===== src/rtl/assoc_buffer_reader.sv =====
// assoc_buffer_reader
// Walks every key of an associative buffer in ascending order. Each key
// that hits is emitted as a (key, data) pair over a valid/ready handshake.
// Optionally, each emitted entry is cleared in the buffer after the
// consumer accepts it.
//
// Ports
//   clk, rst          : clock, synchronous active-low reset
//   start             : scan request, only honoured while idle
//   clear_after       : clear each emitted entry; captured together with start
//   busy, done        : scan in progress / one-cycle completion pulse
//   buf_ctrl, buf_key : command and key driven to the buffer
//                       (NONE=0, CLR=1, LOAD=2, INCR=3)
//   buf_data_input    : write data to the buffer, tied to zero
//   buf_data_output,
//   buf_valid         : registered lookup result from the buffer
//   out_valid, out_ready,
//   out_key, out_data : emitted pair handshake
//   count             : number of pairs accepted in the current or last scan
module assoc_buffer_reader #(
    parameter int KEY_WIDTH  = 5,
    parameter int DATA_WIDTH = 8,
    parameter int CTRL_WIDTH = 2
) (
    input  logic                  clk,
    input  logic                  rst,
    input  logic                  start,
    input  logic                  clear_after,
    output logic                  busy,
    output logic                  done,
    output logic [CTRL_WIDTH-1:0] buf_ctrl,
    output logic [KEY_WIDTH-1:0]  buf_key,
    output logic [DATA_WIDTH-1:0] buf_data_input,
    input  logic [DATA_WIDTH-1:0] buf_data_output,
    input  logic                  buf_valid,
    output logic                  out_valid,
    input  logic                  out_ready,
    output logic [KEY_WIDTH-1:0]  out_key,
    output logic [DATA_WIDTH-1:0] out_data,
    output logic [KEY_WIDTH:0]    count
);

    localparam logic [CTRL_WIDTH-1:0] CMD_NONE = '0;
    localparam logic [CTRL_WIDTH-1:0] CMD_CLR  = CTRL_WIDTH'(1);
    localparam logic [KEY_WIDTH-1:0]  KEY_LAST = '1;

    typedef enum logic [2:0] {
        IDLE, ISSUE, WAIT, EMIT, CLEAR, DONE
    } state_t;

    state_t               state, state_nx;
    logic [KEY_WIDTH-1:0] k;
    logic                 clr_lat;
    logic                 advance;   // current key finished; step to next or finish

    assign buf_data_input = '0;

    always_comb begin
        state_nx  = state;
        busy      = 1'b0;
        done      = 1'b0;
        out_valid = 1'b0;
        buf_ctrl  = CMD_NONE;
        buf_key   = '0;
        advance   = 1'b0;
        case (state)
            IDLE:  if (start) state_nx = ISSUE;
            ISSUE: begin
                busy     = 1'b1;
                buf_key  = k;
                state_nx = WAIT;
            end
            // The buffer registers its lookup, so the result for the key
            // presented during ISSUE is visible here.
            WAIT: begin
                busy    = 1'b1;
                buf_key = k;
                if (buf_valid) state_nx = EMIT;
                else           advance  = 1'b1;
            end
            EMIT: begin
                busy      = 1'b1;
                out_valid = 1'b1;
                if (out_ready) begin
                    if (clr_lat) state_nx = CLEAR;
                    else         advance  = 1'b1;
                end
            end
            CLEAR: begin
                busy     = 1'b1;
                buf_key  = k;
                buf_ctrl = CMD_CLR;
                advance  = 1'b1;
            end
            DONE: begin
                done     = 1'b1;
                state_nx = IDLE;
            end
            default: state_nx = IDLE;
        endcase
        // The last key ends the scan; k never wraps.
        if (advance) state_nx = (k == KEY_LAST) ? DONE : ISSUE;
    end

    always_ff @(posedge clk) begin
        if (!rst) begin
            state    <= IDLE;
            k        <= '0;
            count    <= '0;
            clr_lat  <= 1'b0;
            out_key  <= '0;
            out_data <= '0;
        end else begin
            state <= state_nx;
            if (state == IDLE && start) begin
                k       <= '0;
                count   <= '0;
                clr_lat <= clear_after;
            end
            if (advance && k != KEY_LAST) k <= k + 1'b1;
            if (state == WAIT && buf_valid) begin
                out_key  <= k;
                out_data <= buf_data_output;
            end
            if (state == EMIT && out_ready) count <= count + 1'b1;
        end
    end

endmodule


===== config.mk =====
export PLATFORM = sky130hd
export DESIGN_NAME = assoc_buffer_reader
export DESIGN_NICKNAME = d
export VERILOG_FILES = /design/src/rtl/assoc_buffer_reader.sv
export SDC_FILE = /design/constraint.sdc
export NUM_CORES = 1
export LEC_CHECK = 0
export ABC_CLOCK_PERIOD_IN_PS = 5300
export CAP_MARGIN = 20
export CORE_MARGIN = 1
export CORE_UTILIZATION = 49
export CTS_BUF_LIST = sky130_fd_sc_hd__clkbuf_8
export CTS_CLUSTER_DIAMETER = 80
export DETAILED_ROUTE_END_ITERATION = 10
export GPL_TIMING_DRIVEN = 0
export PLACE_DENSITY_LB_ADDON = 0.1
export SETUP_SLACK_MARGIN = 0.3
export SLEW_MARGIN = 10
export SYNTH_ARGS = -nofsm -noshare
export SYNTH_HDL_FRONTEND = slang
export SYNTH_SLANG_ARGS = --single-unit

===== constraint.sdc =====
create_clock -name clk -period 5.3 [get_ports clk]
set_clock_uncertainty 0.05 [all_clocks]
set_input_delay 1.06 -clock clk [delete_from_list [all_inputs] [get_ports clk]]
set_output_delay 1.06 -clock clk [all_outputs]
set_load 0.02 [all_outputs]

* Word level (Yosys, flattened, before mapping) *
Index checks and enable logic that the tools add are counted.

cells by class
  reduce and logical (&&, ||, !) cells = 10
  muxes and demuxes = 20
  eq/ne operators = 12
  $add $sub $neg = 2

operator list
  kind                   number
  $mux W3                6
  $mux W5                3
  $pmux W3 S5            1
  $mux W6                2
  $ne A3 B3 Y1 const B   4
  $mux W1                7
  $add A6 B1 Y6 const B  1
  $eq A3 B2 Y1 const B   2
  $eq A3 B3 Y1 const B   2
  $add A5 B1 Y5 const B  1
  $eq A5 B5 Y1 const B   1
  $ne A5 B5 Y1 const B   1
  $reduce_and A5 Y1      1
  $logic_and A1 B1 Y1    4
  $reduce_bool A2 Y1     2
  $reduce_or A4 Y1       1
  $eq A3 B1 Y1 const B   1
  $logic_not A3 Y1       1
  $pmux W1 S3            1
  $reduce_or A3 Y1       1
  $ne A2 B2 Y1 const B   1

word-level totals
  logic and storage cells = 50
  bits of input ports = 14
  register bits after elaboration = 28
  output and inout port bits = 37

* Longest topological paths before layout *
Gate-level depths: netlist of the first run.

  depth after elaboration = 5
  gate-level depth with buffers = 6
  depth with buffers taken out = 6

* Worst setup path after synthesis of the first run *
OpenSTA, ideal clock, no wires.

  kind = register to output
  start = register state[2]
  end = output port busy
  cell stages (with the launch flop) = 5
  slack = 2.823 ns
  path buffers = 1
  data arrival time = 1.367 ns
  path through = dfxtp_1 buf_2 xor2_1 o21ai_0 o21ai_0

on the way
  cells in the longest elaborated chain, start to end = 3
  elaborated cells on any way between the ends = 6

RTL lines
  what                                  RTL line  source
  start, declared                       51        state_t state, state_nx;
  start signal, assigned                114       state <= state_nx;
  $eq A3 B2 Y1 (tied with other cells)  66        case (state)
  $reduce_or A4 Y1 (no line) (*)        n/a
  $mux W1 (*)                           66
  end, declared                         29        output logic busy,

Mark *: on every way between the ends. The rest lies on a longest branch, timed or not.

* Final worst setup path of the first run *
Ends and elaborated chain as after synthesis.

==> metrics.cfg, run 1 <==
[run_status]
status=finished clean

[routing]
routed_wirelength_um=3160
drt-pass1-iter-count=4
drc=0
wire_per_inst_um=12.6
antenna_left=0
routed-via-count=1333
drtIter0Drc=29
via_per_inst=5.33

[sta]
maxSlewViolCount=0
fin_setup_tns_ns=0
setup_viol=0
fin_crit_sh_pct=64.9
worst_slack_ns=1.86
fmax_ghz=0.291
rsz0062_at_grt=false
slew_headroom_pct=55.5
fin_crit_ns=3.44
worst_pin_slew_ns=0.660
hold_violations=0

[yosys]
synthCells=168
ys_warn_count=0
synth_cell_type_count=40
ys_ff_latch=28
yosysSeqAreaShare_pct=40.1
syn-cell-area_um2=1400
syn_avg_cell_area_um2=8.31

[grt]
busiest_layer=met2
grt_pass1_wl_um=5380
grt_max_degree=17
grt_pass1_vias=1263
antenna_found_initial=0
gr-total-overflow=0
grt.met3_usage_pct=3.28
met2_usage_pct=40.1
use_met1_pct=23.9
track_usage_pct=21.7

[finish]
layout_common_cells=clkdlybuf4s50_1, nand2_1, dfxtp_1
diodes=0
syn2layout_area_growth_pct=38.6
utilization_pct=74.7
nNetsFinal=238
layout_commonest_cell=clkdlybuf4s50_1
fill_cells=201
drive_gt1_share_pct=10.0

[clocking]
clkTransAtPathRegs_ns=0.09
clock-sinks=28
cts_buffer_depth=2
cts_hold_buf=0
h-tree-depth=1
cts_resized=0
cts_setup_buffers=0
cts_buffers=3
root_buffer=clkbuf_8
worstSkewPairLatency_ns=0.27
cts_tree=built

[critical_path]
cp_max_fo=10
worstSetupPathType=flip-flop to primary output
end_kind=primary output
cp-start-kind=flip-flop
cp_data_required_time_ns=4.19
r2r_cells=6
crit_arrival_ns=2.33

[power]
power_leakage_nw=0.737
power_density_nw_per_um2=240
peakVddDrop_mv=0.186

[die]
pin_count=51
floorplan.die.height_um=55.4
initial_utilization_pct=53.9
die-area_um2=3070
die_w_um=55.4
rows=18
core_um2=2590

[placed_design]
pre_cts_slack_ns=2.18
io_buffers=40
routabilityCongestion=0.880
dp_hpwl_um=2330

[worst_hold_path]
hold_path_class=flip-flop to flip-flop
holdPathStages=2

[job]
max_cap_viol_count=0

through the flow:
| step | area (um^2) | instances | total power, mW | hold WS (ns) |
|---|---|---|---|---|
| after detailed placement | 1860 | 246 | 0.302 | 0.400 |
| final | 1940 | 250 | 0.464 | 0.413 |
| after global placement | 1860 | 246 | 0.300 | 0.390 |
| after CTS | 1940 | 250 | 0.469 | 0.414 |
| after floorplan | 1430 | 176 | 0.274 | 0.417 |
| after global routing | 1940 | 250 | 0.487 | 0.438 |
layer usage:
metal	vias up	wire, um
li1	662	-
met1	617	1310
met2	48	1630
met3	6	166
met4	0	48
met5	-	0
layout make-up:
type                       instances  area (um^2)  share of cell area [%]
multi-input combinational        128          742                    38.3
sequential                        28          561                    29.0
inverter                           3         11.3                   0.582
clock buffer                       3         41.3                    2.13
clock inverter                     1         30.0                    1.55
tap                               30         37.5                    1.94
timing repair buffer              40          400                    20.7
buffer                            17          113                    5.82
logic make-up after synthesis:
logic type / Yosys count / share of synthesized area, %
compound gates: 31 / 15.1
fa+ha+maj: 3 / 2.69
simple gates: 78 / 28.2
buf+inv: 20 / 8.87
mux: 3 / 2.15
flops: 28 / 40.1
other cells: 1 / 0.269
xor+xnor: 4 / 2.51
cells in the mapped netlist (all sizes together):
cell type   n  area, um^2
dfxtp      28         561
a31oi       1        6.26
nor2        9        33.8
a211oi      1        20.0
xor2        2        17.5
or4         1        7.51
o31ai       3        27.5
xnor2       2        17.5
o2111ai     2        17.5
a21oi      13        65.1
or3         1        6.26
clkbuf      2        7.51
nand2b      3        18.8
nand4       1        6.26
o21ai       4        20.0
nor4b       1        23.8
nor2b       5        31.3
a311oi      1        8.76
mux2i       3        30.0
and3        2        12.5
inv         2        7.51
nand3       8        40.0
nor3b       1        12.5
nand2      39         146
and4b       1        10.0
a211o       1        8.76
buf        15         105
ha          3        37.5
clkinv      1        3.75
nor4bb      1        10.0
nand3b      1        7.51
and3b       1        8.76
nor3        2        10.0
conb        1        3.75
a21boi      5        37.5
nand4b      1        8.76
power by group:
part / switching (mW) / internal (mW) / total (mW) / leakage (nW)
sequential: 0.00546 / 0.215 / 0.221 / 0.226
combinational: 0.0435 / 0.0337 / 0.0772 / 0.474
clock: 0.0652 / 0.101 / 0.166 / 0.0357
total: 0.114 / 0.350 / 0.464 / 0.737
worst max-delay path, stage by stage, from the launching register on:
cell,delay (ns)
dfxtp_1,0.44
buf_2,0.24
xor2_1,0.08
o21ai_0,0.54
o21ai_0,0.18
clkdlybuf4s50_1,0.58
worst paths after layout:
| check | from | to | slack, ns |
|---|---|---|---|
| min reg2reg | out_data[6] | out_data[6] | 0.41 |
| max reg2reg | k[0] | k[3] | 3.39 |
| min | out_data[6] | out_data[6] | 0.41 |
| max | state[2] | busy | 1.86 |
registers in the layout (all words and copies together) (netlist names):
| register | count |
|---|---|
| clr_lat | 1 |
| count | 6 |
| k | 5 |
| out_data | 8 |
| out_key | 5 |
| state | 3 |
No activity file was read; power rests on OpenSTA's default activity.
==> inputs of run 2 (changes only) <==
--- a/config.mk
+++ b/config.mk
@@ -5,10 +5,10 @@
 export SDC_FILE = /design/constraint.sdc
 export NUM_CORES = 1
 export LEC_CHECK = 0
-export ABC_CLOCK_PERIOD_IN_PS = 5300
+export ABC_CLOCK_PERIOD_IN_PS = 3300
 export CAP_MARGIN = 20
 export CORE_MARGIN = 1
-export CORE_UTILIZATION = 49
+export CORE_UTILIZATION = 46
 export CTS_BUF_LIST = sky130_fd_sc_hd__clkbuf_8
 export CTS_CLUSTER_DIAMETER = 80
 export DETAILED_ROUTE_END_ITERATION = 10
==> constraint.sdc (replaced) <==
create_clock -name clk -period 3.3 [get_ports clk]
set_clock_uncertainty 0.05 [all_clocks]
set_input_delay 0.66 -clock clk [delete_from_list [all_inputs] [get_ports clk]]
set_output_delay 0.66 -clock clk [all_outputs]
set_load 0.02 [all_outputs]
==> metrics.cfg, run 2 (synthesis gave the netlist of run 1 again) <==
[finish]
diodes=0  ; unchanged
syn2layout_area_growth_pct=38.7  ; about the same
drive_gt1_share_pct=10.0  ; unchanged
finalNonFillerCells=251  ; +0.40%
largest-register=out_data
layout_commonest_cell=clkdlybuf4s50_1
top_regs=out_data x8, count x6
largest_reg_flops=8  ; unchanged
layout_common_cells=clkdlybuf4s50_1, nand2_1, dfxtp_1
nNetsFinal=238  ; unchanged
utilization_pct=69.0  ; -5.7 points
fill_cells=241  ; +20%

[critical_path]
cpMaxStageDelayCell=clkdlybuf4s50_1
rrSetupSlack_ns=1.39  ; -2.00 ns
crit_path_max_incr_delay_ns=0.56  ; -0.02 ns
worstPathCellList=buf_2 > xor2_1 > o21ai_1 > o21ai_0 > clkdlybuf4s50_1
end_kind=primary output
cp-start-kind=flip-flop
cp_data_required_time_ns=2.59  ; -1.60 ns
cp_max_fo=10  ; unchanged
crit_arrival_ns=2.07  ; -0.26 ns
worstSetupPathType=flip-flop to primary output

[sta]
hold_violations=0  ; unchanged
maxSlewViolCount=0  ; unchanged
fin_crit_sh_pct=84.2
fmax_ghz=0.360
setup_viol=0  ; unchanged
worst_slack_ns=0.523  ; -1.34 ns
rsz0062_at_grt=false
fin_crit_ns=2.78
fin_hold_ws_ns=0.413  ; +0.000453 ns
fin_setup_tns_ns=0  ; unchanged

[die]
rows=19  ; +1
initial_utilization_pct=49.8  ; -4.1 points
floorplan.die.height_um=57.1  ; +3.1%
core_um2=2810  ; +8.3%
pin_count=51  ; unchanged
die-area_um2=3260  ; +6.3%
die_w_um=57.1  ; +3.1%

[grt]
busiest_layer=met2
grt_pass1_wl_um=5110  ; -5.0%
grt_pass1_vias=1193  ; -5.5%
gr-total-overflow=0  ; unchanged
track_usage_pct=19.8  ; -1.9 points
met2_usage_pct=36.1  ; -4.0 points
antenna_found_initial=0  ; unchanged
use_met1_pct=24.0  ; +0.11 points
grt.met3_usage_pct=2.04  ; -1.2 points
grt_max_degree=17  ; unchanged

[power]
peakVddDrop_mv=0.274  ; +47%
clkPwrFrac_pct=36.0  ; +0.2 points
p_comb_share_pct=16.5  ; about the same
p_int_uw=563  ; +61%
p_sw_uw=185  ; +62%
swShare_pct=24.7  ; +0.16 points
power_density_nw_per_um2=386  ; +61%
power_leakage_nw=0.737  ; about the same
pwr-share-seq_pct=47.5  ; about the same

[routing]
drt-pass1-iter-count=7  ; +3
drtIter0Drc=46  ; +59%
routed_wirelength_um=3130  ; -0.82%
antenna_left=0  ; unchanged
drc=8  ; +8
via_per_inst=5.21  ; -2.3%
wire_per_inst_um=12.5  ; -1.2%
routed-via-count=1308  ; -1.9%

[placed_design]
routabilityCongestion=0.845  ; -3.9%
dp_hpwl_um=2380  ; +1.9%
io_buffers=40  ; unchanged
pre_cts_slack_ns=0.638  ; -1.54 ns
dp_cells=247  ; +0.41%

[clocking]
clkTransAtPathRegs_ns=0.09  ; about the same
root_buffer=clkbuf_8
clock-sinks=28  ; unchanged
h-tree-depth=1  ; unchanged
worstSkewPairLatency_ns=0.27  ; about the same
cts_buffers=3  ; unchanged
cts_tree=built
cts_buffer_depth=2  ; unchanged

[run_status]
status=finished with violations
failed_checks=design-rule violations

[worst_hold_path]
hold_path_class=flip-flop to flip-flop

[job]
max_cap_viol_count=0  ; unchanged

run 2: cell counts in the layout (fill, tap and decap cells not counted):
Identical to the previous run, type by type.
run 2: timing repair:
item                                    in CTS  in global routing
hold buffers                                 0                  0
buffers inserted                             0                  0
resized for setup                            0                  1
endpoints found under the setup margin       0                  6
run 2: path summary, 6_finish.rpt:
kind,startpoint,to,cells after the start
worst max register to register,k[0],k[3],6
worst max-delay path,state[2],busy,5
worst min register to register,out_data[3],out_data[3],2
worst min-delay path,out_data[3],out_data[3],2
run 2: power groups by stage:
stage / logic (mW) / registers (mW) / clock network [mW]
CTS: 0.123 / 0.355 / 0.273
floorplan: 0.0763 / 0.364 / 0
detailed placement: 0.123 / 0.363 / 0
global route: 0.134 / 0.356 / 0.285
finish: 0.123 / 0.355 / 0.269
global placement: 0.120 / 0.362 / 0
run 2: cell type report:
cell class	instances	area [um^2]	area share, %
Multi-Input combinational cell	128	742	38.3
Sequential cell	28	561	28.9
Timing Repair Buffer	40	400	20.7
Buffer	17	113	5.81
Clock buffer	3	41.3	2.13
Tap cell	31	38.8	2.00
Clock inverter	1	30.0	1.55
Inverter	3	11.3	0.581
run 2: metrics by stage:
| stage | total power [mW] | area, um^2 |
|---|---|---|
| after global routing | 0.775 | 1940 |
| after CTS | 0.751 | 1940 |
| after floorplan | 0.441 | 1430 |
| final | 0.748 | 1940 |
| after detailed placement | 0.485 | 1870 |
| after global placement | 0.481 | 1870 |
run 2: critical path, delay by kind of cell (launching register included):
kind,cells,cell delay (ns)
XOR/XNOR,1,0.09
flip-flops,1,0.42
buffers and inverters,2,0.79
AO/OA/AOI/OAI,2,0.49
run 2: per-layer routing:
layer | routed length (um) | part of all wire [%]
met1 | 1400 | 45
met3 | 154 | 4.9
met5 | 0 | 0
met4 | 29 | 0.93
met2 | 1550 | 49
